==> src/rtl/comms_pkg.sv <==
// ============================================================================
// comms_pkg : shared header-field constants, packet types and RX FSM states
// Revision  : 1.0
// ============================================================================
`default_nettype none

package comms_pkg;

  localparam int HDR_TYPE_BIT = 15;
  localparam int HDR_LEN_MSB  = 7;
  localparam int HDR_LEN_LSB  = 0;

  localparam logic PKT_CTRL = 1'b1;
  localparam logic PKT_DATA = 1'b0;

  typedef enum logic [2:0] {
    RX_IDLE  = 3'd0,
    RX_FILL  = 3'd1,
    RX_DROP  = 3'd2,
    RX_READY = 3'd3,
    RX_HELD  = 3'd4
  } rx_state_t;

  function automatic logic [7:0] hdr_len(input logic [15:0] w);
    return w[HDR_LEN_MSB:HDR_LEN_LSB];
  endfunction

  function automatic logic hdr_type(input logic [15:0] w);
    return w[HDR_TYPE_BIT];
  endfunction

endpackage

`default_nettype wire

==> src/rtl/comms_fifo.sv <==
// ============================================================================
// comms_fifo : synchronous show-ahead FIFO, push accepted when full if a pop
//              happens in the same cycle
// Revision   : 1.0
// ============================================================================
`default_nettype none

module comms_fifo #(
  parameter int WIDTH = 16,
  parameter int DEPTH = 16
) (
  input  logic             clk,
  input  logic             rst,
  input  logic             push,
  input  logic [WIDTH-1:0] din,
  input  logic             pop,
  output logic [WIDTH-1:0] dout,
  output logic             full,
  output logic             empty
);

  localparam int AW = $clog2(DEPTH);

  logic [WIDTH-1:0] mem [DEPTH];
  logic [AW:0]      wr_q, wr_d;
  logic [AW:0]      rd_q, rd_d;
  logic             push_ok;
  logic             pop_ok;

  // Pointers carry one extra wrap bit so full and empty are distinguishable
  assign empty   = (wr_q == rd_q);
  assign full    = (wr_q[AW] != rd_q[AW]) && (wr_q[AW-1:0] == rd_q[AW-1:0]);
  assign pop_ok  = pop && !empty;
  assign push_ok = push && (!full || pop_ok);
  assign dout    = mem[rd_q[AW-1:0]];

  always_comb begin
    wr_d = wr_q;
    rd_d = rd_q;
    if (push_ok) wr_d = wr_q + 1'b1;
    if (pop_ok)  rd_d = rd_q + 1'b1;
  end

  always_ff @(posedge clk or posedge rst) begin
    if (rst) begin
      wr_q <= '0;
      rd_q <= '0;
    end else begin
      wr_q <= wr_d;
      rd_q <= rd_d;
    end
  end

  always_ff @(posedge clk) begin
    if (push_ok) mem[wr_q[AW-1:0]] <= din;
  end

endmodule

`default_nettype wire

==> src/rtl/comms_gpp_port.sv <==
// ============================================================================
// comms_gpp_port : comms-processor endpoint of the GPP link; one-packet RX
//                  buffer gated by rtr strobes, framed TX FIFO to the network
// Revision       : 1.0
// ============================================================================
`default_nettype none

module comms_gpp_port
  import comms_pkg::*;
#(
  parameter int RX_DEPTH = 64,
  parameter int TX_DEPTH = 16
) (
  input  logic                        clk,
  input  logic                        rst,
  input  logic                        enable_rtr,
  input  logic                        gpp_rtr_cp,
  input  logic                        gpp_rtr_dp,
  input  logic                        gpp_trf_dp,
  input  logic [15:0]                 gpp_tx_data,
  input  logic [$clog2(RX_DEPTH)-1:0] gpp_rx_addr,
  output logic [15:0]                 RAM_rx_data_out,
  output logic                        data_rx_flag,
  output logic                        gpp_trf_cp,
  input  logic                        net_rx_valid,
  input  logic [15:0]                 net_rx_data,
  output logic                        net_rx_ready,
  output logic                        net_tx_valid,
  output logic [15:0]                 net_tx_data,
  output logic                        net_tx_last,
  input  logic                        net_tx_ready,
  output logic                        rx_err,
  output logic                        tx_overflow
);

  localparam int RX_AW = $clog2(RX_DEPTH);

  rx_state_t         rx_state_q, rx_state_d;
  logic              rx_type_q, rx_type_d;
  logic [7:0]        rx_len_q, rx_len_d;
  logic [7:0]        rx_idx_q, rx_idx_d;
  logic              rx_err_q, rx_err_d;
  logic              run_q;
  logic              rx_hs;
  logic              ram_we;
  logic [RX_AW-1:0]  ram_waddr;
  logic [15:0]       rx_ram [RX_DEPTH];

  // run_q keeps net_rx_ready low until the first edge after reset release
  always_ff @(posedge clk or posedge rst) begin
    if (rst) begin
      rx_state_q <= RX_IDLE;
      rx_type_q  <= PKT_DATA;
      rx_len_q   <= '0;
      rx_idx_q   <= '0;
      rx_err_q   <= 1'b0;
      run_q      <= 1'b0;
    end else begin
      rx_state_q <= rx_state_d;
      rx_type_q  <= rx_type_d;
      rx_len_q   <= rx_len_d;
      rx_idx_q   <= rx_idx_d;
      rx_err_q   <= rx_err_d;
      run_q      <= 1'b1;
    end
  end

  assign net_rx_ready = run_q && ((rx_state_q == RX_IDLE) || (rx_state_q == RX_FILL) ||
                                  (rx_state_q == RX_DROP));
  assign rx_hs        = net_rx_valid && net_rx_ready;

  always_comb begin
    rx_state_d = rx_state_q;
    rx_type_d  = rx_type_q;
    rx_len_d   = rx_len_q;
    rx_idx_d   = rx_idx_q;
    rx_err_d   = rx_err_q;
    ram_we     = 1'b0;
    ram_waddr  = '0;
    case (rx_state_q)
      RX_IDLE: if (rx_hs) begin
        ram_we    = 1'b1;
        rx_type_d = hdr_type(net_rx_data);
        rx_len_d  = hdr_len(net_rx_data);
        rx_idx_d  = 8'd1;
        if (hdr_len(net_rx_data) == 8'd0) begin
          rx_state_d = RX_READY;
        end else if (int'(hdr_len(net_rx_data)) > RX_DEPTH - 1) begin
          rx_state_d = RX_DROP;
          rx_err_d   = 1'b1;
        end else begin
          rx_state_d = RX_FILL;
        end
      end
      RX_FILL: if (rx_hs) begin
        ram_we    = 1'b1;
        ram_waddr = RX_AW'(rx_idx_q);
        if (rx_idx_q == rx_len_q) rx_state_d = RX_READY;
        else                      rx_idx_d   = rx_idx_q + 8'd1;
      end
      RX_DROP: if (rx_hs) begin
        if (rx_idx_q == rx_len_q) rx_state_d = RX_IDLE;
        else                      rx_idx_d   = rx_idx_q + 8'd1;
      end
      RX_READY: begin
        if (enable_rtr && ((rx_type_q == PKT_CTRL) ? gpp_rtr_cp : gpp_rtr_dp))
          rx_state_d = RX_HELD;
      end
      RX_HELD: begin
        if (!enable_rtr) rx_state_d = RX_IDLE;
      end
      default: rx_state_d = RX_IDLE;
    endcase
  end

  always_ff @(posedge clk) begin
    if (ram_we) rx_ram[ram_waddr] <= net_rx_data;
  end

  assign data_rx_flag    = (rx_state_q == RX_HELD);
  assign gpp_trf_cp      = data_rx_flag && rx_type_q;
  assign RAM_rx_data_out = data_rx_flag ? rx_ram[gpp_rx_addr] : 16'h0000;
  assign rx_err          = rx_err_q;

  logic        tx_full, tx_empty, tx_pop;
  logic [15:0] tx_head;
  logic        tx_hdr_q, tx_hdr_d;
  logic [7:0]  tx_rem_q, tx_rem_d;
  logic        tx_ovf_q, tx_ovf_d;

  comms_fifo #(
    .WIDTH (16),
    .DEPTH (TX_DEPTH)
  ) u_tx_fifo (
    .clk   (clk),
    .rst   (rst),
    .push  (gpp_trf_dp),
    .din   (gpp_tx_data),
    .pop   (tx_pop),
    .dout  (tx_head),
    .full  (tx_full),
    .empty (tx_empty)
  );

  assign net_tx_valid = !tx_empty;
  assign tx_pop       = net_tx_valid && net_tx_ready;
  assign net_tx_data  = net_tx_valid ? tx_head : 16'h0000;
  assign net_tx_last  = net_tx_valid &&
                        (tx_hdr_q ? (hdr_len(tx_head) == 8'd0) : (tx_rem_q == 8'd1));
  assign tx_overflow  = tx_ovf_q;

  always_comb begin
    tx_hdr_d = tx_hdr_q;
    tx_rem_d = tx_rem_q;
    tx_ovf_d = tx_ovf_q | (gpp_trf_dp && tx_full && !tx_pop);
    if (tx_pop) begin
      if (tx_hdr_q) begin
        if (hdr_len(tx_head) != 8'd0) begin
          tx_hdr_d = 1'b0;
          tx_rem_d = hdr_len(tx_head);
        end
      end else begin
        tx_rem_d = tx_rem_q - 8'd1;
        if (tx_rem_q == 8'd1) tx_hdr_d = 1'b1;
      end
    end
  end

  always_ff @(posedge clk or posedge rst) begin
    if (rst) begin
      tx_hdr_q <= 1'b1;
      tx_rem_q <= '0;
      tx_ovf_q <= 1'b0;
    end else begin
      tx_hdr_q <= tx_hdr_d;
      tx_rem_q <= tx_rem_d;
      tx_ovf_q <= tx_ovf_d;
    end
  end

endmodule

`default_nettype wire

==> config.mk <==
export PLATFORM = sky130hd
export DESIGN_NAME = comms_gpp_port
export DESIGN_NICKNAME = d
export VERILOG_FILES = /design/src/rtl/comms_pkg.sv /design/src/rtl/comms_fifo.sv /design/src/rtl/comms_gpp_port.sv
export SDC_FILE = /design/constraint.sdc
export NUM_CORES = 1
export LEC_CHECK = 0
export CAP_MARGIN = 20
export CORE_AREA = 2 2 341 343
export CTS_CLUSTER_DIAMETER = 40
export CTS_CLUSTER_SIZE = 8
export DETAILED_ROUTE_END_ITERATION = 7
export DIE_AREA = 0 0 343 345
export SLEW_MARGIN = 5
export SYNTH_ARGS = -nofsm -noshare
export SYNTH_HDL_FRONTEND = slang
export SYNTH_SLANG_ARGS = --single-unit
==> constraint.sdc <==
create_clock -name clk -period 3.15 [get_ports clk]
set_input_delay 0.315 -clock clk [delete_from_list [all_inputs] [get_ports clk]]
set_output_delay 0.315 -clock clk [all_outputs]
set_load 0.02 [all_outputs]
# Yosys cells after proc, flatten, opt, wreduce, memory -nomap -nowiden
# Memory sizes are Yosys's and may differ from the RTL's.
# Index checks and enable logic that the tools add are counted.
[totals]
register_bits = 42
ramBits = 1280
out_inout_bits = 39
elab_cells = 99
n_memories = 2
[classes]
n_addsub = 4
order_cmp = 1
eq_ne = 19
muxes = 31
bitwise_logic = 2
reduce_logical = 29
[memory_table]
columns = ["name", "words", "word_bits", "rd", "rd_clocked_by_memory_dff", "write_ports", "line_no", "rtl"]
rows = [
  ["rx_ram", 64, 16, 1, 0, 1, "comms_gpp_port.sv:47", "logic [15:0] rx_ram [RX_DEPTH];"],
  ["u_tx_fifo.mem", 16, 16, 1, 0, 1, "comms_fifo.sv:24", "logic [WIDTH-1:0] mem [DEPTH];"],
]
[ops]
columns = ["operator", "n"]
rows = [
  ["2-to-1 mux 8 bit", 5],
  ["2-to-1 mux 16 bit", 2],
  ["2-to-1 mux 3 bit", 7],
  ["zero test 8 bit", 2],
  ["one-hot mux 8 bit (2 select lines)", 1],
  ["one-hot mux 3 bit (5 select lines)", 1],
  ["2-to-1 mux 6 bit", 2],
  ["inequality test 2 bit, second input constant", 6],
  ["logical AND 1 bit", 11],
  ["2-to-1 mux 1 bit", 11],
  ["adder 5 x 1 -> 5 bit, second input constant", 2],
  ["adder 8 x 1 -> 8 bit, second input constant", 1],
  ["== test 8 x 1 -> 1 bit, second input constant", 1],
  ["== test 8 bit", 1],
  ["> comparator 8 x 6 -> 1 bit, second input constant", 1],
  ["inequality test 2 x 1 -> 1 bit, second input constant", 4],
  ["AND reduction 4 bit", 2],
  ["nonzero test 8 bit", 1],
  ["subtractor 8 x 1 -> 8 bit, second input constant", 1],
  ["AND reduction 7 bit", 1],
  ["== test 3 x 2 -> 1 bit, second input constant", 2],
  ["== test 5 bit", 1],
  ["== test 4 bit", 1],
  ["2-to-1 mux 2 bit", 2],
  ["other kinds (11)", 17],
]

# Longest topological paths before layout
[depth]
ltp_word = 9
mapped_depth = 10

# By module
# Synthesis repeated with hierarchy kept, for this count alone.
[hier_totals]
hier_cells = 2445
area_unflattened_um2 = 51455.6
[modules_own_cells]
columns = ["mod", "n_inst", "cells_per_inst", "area_per_inst_um2", "seq_area_each_um2"]
rows = [
  ["comms_gpp_port", 1, 1982, 41155.7, 31551.5],
  ["comms_fifo", 1, 463, 10299.9, 7937.6],
]

# Least setup slack after synthesis
# Ideal clock, no wire load.
[synth_timing]
path_kind = "flip-flop to flip-flop"
from = "reg u_tx_fifo.rd_q[0]"
to = "mem u_tx_fifo.mem[3][0], enable pin"
setup_ps = 409
arrival_ps = 2823
required_ps = 2741
slack_ps = -82
path_stages_with_launch = 10
n_path_buf = 4
synth_period_minus_slack_ps = 3232
cell_sequence = "dfrtp_1 > buf_2 > buf_2 > buf_2 > xnor2_1 > nand4_1 > o31a_1 > buf_2 > nand2_1 > nor3_1"
[synth_between]
elab_chain_cells = 8
elab_cells_between_ends = 11
classes_between = "eq/ne (2); mux (2); reduce/logical (7)"
[synth_lines]
columns = ["item", "line_no", "rtl"]
rows = [
  ["start: declaration", "comms_fifo.sv:26", "logic [AW:0] rd_q, rd_d;"],
  ["start signal: assignment", "comms_fifo.sv:50", "rd_q <= rd_d;"],
  ["== test 5 bit", "comms_fifo.sv:31", "assign empty = (wr_q == rd_q);"],
  ["zero test 1 bit", "comms_fifo.sv:33, comms_gpp_port.sv:145", ""],
  ["logical AND 1 bit", "comms_gpp_port.sv:146", "assign tx_pop = net_tx_valid && net_tx_ready;"],
  ["logical AND 1 bit", "comms_fifo.sv:33", "assign pop_ok = pop && !empty;"],
  ["logical OR 1 bit (*)", "comms_fifo.sv:34", "assign push_ok = push && (!full || pop_ok);"],
  ["logical AND 1 bit (*)", "comms_fifo.sv:34", ""],
  ["2-to-1 mux 1 bit (*)", "comms_fifo.sv:55", "if (push_ok) mem[wr_q[AW-1:0]] <= din;"],
  ["2-to-1 mux 1 bit (not written as such) (*)", "comms_fifo.sv:55", ""],
  ["end: declaration", "comms_fifo.sv:24", ""],
]
# Mark *: on every way between the ends. The rest lies on a longest branch, timed or not.

# Final worst setup path
[layout_timing]
from = "reg u_tx_fifo.rd_q[0]"
to = "out net_tx_last"
[layout_between]
elab_chain_cells = 4
elab_cells_between_ends = 6
classes_between = "eq/ne (1); mux (1); reduce/logical (3); memory (1)"
[layout_lines]
columns = ["item", "line_no", "rtl"]
rows = [
  ["memory read (16 x 16 bit)", "-", ""],
  ["zero test 8 bit", "comms_gpp_port.sv:149", "(tx_hdr_q ? (hdr_len(tx_head) == 8'd0) : (tx_rem_q == 8'd1));"],
  ["2-to-1 mux 1 bit", "comms_gpp_port.sv:149", ""],
  ["logical AND 1 bit (*)", "comms_gpp_port.sv:148", "assign net_tx_last = net_tx_valid &&"],
  ["end: declaration", "comms_gpp_port.sv:30", "output logic net_tx_last,"],
]
# Marks and branches as above.

==> metrics.yaml <==
hold_viol: 0
fp.dieH_um: 345
cts_tree: "built"
crit_chain: "buf_12, mux4_2, a22o_1, a221oi_2, buf_4, and4bb_2, nand2_4, a21oi_2, buf_4"
dpl-instance-area_um2: 56500
netlist_top_cells_count: "edfxtp_1 (1280), mux4_2 (408), nor2_1 (117)"
finalSetupViolCount: 24
path_class: "reg -> out"
cp_slowest_stage_delay_ns: 0.50
startpoint_type: "flip-flop"
critPathTopFamily: "compound AO/OA/AOI/OAI gates"
peakVddDrop_mv: 1.08
worst_setup_path_end_kind: "output pin"
post-route-period-util_pct: 109
critPathBufInv: 3
synth_largest_area_cell: "edfxtp_1"
worst_slack_ns: -0.277
slew_viol_final: 0
synth_area_leaders: "edfxtp_1 (75%), mux4_2 (18%), dfrtp_1 (2.0%)"
drt-vias-per-instance: 5.91
antenna_found_initial: 6
synth_cell_types: 55
syn_inst: 2220
r2r-start: "u_tx_fifo.rd_q[1]"
critPathMaxFanout: 6
status: "complete, but fails checks"
ff2ff_path_depth: 13
synth.net_count: 2274
hpwlAfterDp_um: 74400
relSlewSlack_pct: 31.1
htree_levels: 4
initial_core_util_pct: 44.6
ioPinCount: 85
die-area_um2: 118000
drt_iter0_markers: 2717
regToRegEndpoint: "u_tx_fifo.mem[7][13]"
final_antenna_net_count: 0
yosysSeqAreaShare_pct: 77.0
grt_max_degree: 66
tightest_slew_ns: 1.03
syn_area_um2: 51300
grtUsageTotal_pct: 21.7
path_clk_slew_ns: 0.05
finalNetCount: 2715
vias: 25100
synth-edff-count: 1280
fin_crit_ns: 3.43
ys_async_sr_fraction_pct: 3.18
drc_errors: 0
fmax_ghz: 0.292
overflow: 0
synthToLayoutAreaGrowth_pct: 22.7
fin_cells: 4251
routed_wl_um: 126000
fin_tns_setup_ns: -4.08
drive_gt1_share_pct: 38.5
clkSinkCount: 1322
grt_pass1_wl_um: 184000
rsz0062_at_grt: "true"
core_um2: 115000
r2r_setup_slack_ns: 0.14
dr.pass1.iters: 5
synth_top_area_share_pct: 74.9
root_buffer: "clkbuf_16"
routabilityCongestion: 0.776
ys_ff_latch: 1322
final.setup_skew_ns: 0.0448
portBuffers: 84
crit_required_ns: 2.83
syn_avg_cell_area_um2: 23.1
grt_pass1_vias: 26300
maxCapViolations: 0
dp_cells: 3946
post_drt_wl_per_cell_um: 29.7
rows: 125
cts_buffers: 195
fin_area_um2: 62900
yosysMostFrequentCell: "edfxtp_1"
hold_slack_ns: 0.0523
cts_buffer_depth: 3
powerDensity_nw_per_um2: 746
cp_common_cell: "buf_4"
hp-class: "in -> async"
critPathArrivalTime_ns: 3.11
p_leak_nw: 20.5
yosysWarnings: 0
synthFlopType: "edfxtp_1"
clock_latency_ns: 0.79
slowest_stage: "mux4_2"
fp.dieW_um: 343
fin_util_pct: 54.7
violations: "setup timing"
layout make-up:
| class | instances | area [µm²] |
|---|---|---|
| antenna | 2 | 5.00 |
| inverter | 15 | 56.3 |
| timing repair buffer | 356 | 4310 |
| fill | 8596 | 52200 |
| multi-input combinational | 771 | 11600 |
| sequential | 1322 | 39500 |
| clock buffer | 222 | 5050 |
| clock inverter | 39 | 502 |
| tap | 1524 | 1910 |
per-layer routing:
metal  vias to the layer above  share of wire, %  track usage (%)
li1                      10300                 -                -
met1                     13700                41             30.7
met2                       948                49             34.5
met3                       167               6.9             4.16
met4                         4               2.2             6.28
met5                         -             0.021                0
registers in the layout, indices dropped and copies added, names as in the netlist:
| signal | flops |
|---|---|
| rx_type_q | 1 |
| tx_overflow | 1 |
| tx_rem_q | 8 |
| rx_idx_q | 8 |
| rx_state_q | 3 |
| run_q | 1 |
| rx_err | 1 |
| u_tx_fifo.rd_q | 5 |
| rx_len_q | 8 |
| u_tx_fifo.wr_q | 5 |
| tx_hdr_q | 1 |
| rx_ram | 1024 |
| u_tx_fifo.mem | 256 |
worst max-delay path by stage:
stage | startpoint | endpoint | slack, ns | depth (start not counted)
after floorplan | gpp_rx_addr[0] | RAM_rx_data_out[10] | 0.19 | 6
after global placement | gpp_rx_addr[0] | RAM_rx_data_out[4] | -0.42 | 8
after detailed placement | gpp_rx_addr[0] | RAM_rx_data_out[4] | -0.45 | 8
after CTS | u_tx_fifo.rd_q[0] | net_tx_last | -0.34 | 10
after global routing | u_tx_fifo.rd_q[0] | net_tx_last | -0.42 | 9
final | u_tx_fifo.rd_q[0] | net_tx_last | -0.28 | 9
kinds of logic (layout without fill, tap and decap cells):
family | count (synthesis) | in the layout | share of synthesized area (%)
flops | 1322 | 1322 | 77.0
mux | 421 | 421 | 18.2
simple gates | 261 | 261 | 2.36
buf+inv | 127 | 632 | 1.09
compound gates | 51 | 51 | 0.681
xor+xnor | 29 | 29 | 0.495
fa+ha+maj | 8 | 8 | 0.195
other cells | 1 | 3 | 0.00731
worst register-to-register path: cells and delay by family (launching register included):
family	cells	cell delay [ns]
AO/OA/AOI/OAI	1	0.41
XOR/XNOR	1	0.14
buffers and inverters	8	1.32
flip-flops	1	0.48
AND/OR/NAND/NOR	3	0.38
what timing repair did:
action,4_1_cts,5_1_grt
endpoints found under the setup margin,34,281
buffers inserted,26,9
cloned,4,0
hold endpoints to repair,12,103
resized for setup,241,57
hold buffers,1,7
pin swaps,9,3
cells in the final DEF, fill, tap and decap left out, drive strengths merged, types with 4 or more instances in the layout:
master and count:
dlygate4sd3 8, xor2 16, nor3 12, nor2 117, dfrtp 41, mux2i 8, o21ai 6, nand4 10
and2 19, a22o 4, nor2b 12, nand2 54, bufinv 6, a31oi 6, mux4 408, nand3b 4
buf 315, clkbuf 222, clkinv 28, a22oi 4, inv 19, a21oi 14, ha 8, mux2 5
nand3 10, edfxtp 1280, nor4 4, clkdlybuf4s50 30, xnor2 13
through the flow:
step	power, mW	setup slack, ns
3_3_place_gp	27.3	-0.422
2_1_floorplan	24.5	0.187
4_1_cts	47.1	-0.344
5_1_grt	48.5	-0.419
6_report	46.9	-0.277
3_5_place_dp	27.5	-0.446
report_power, final:
group,internal [mW],switching (mW)
Sequential,19.9,0.412
Combinational,3.90,3.88
Clock,11.7,7.13
Power figures use the tool's default switching activity.
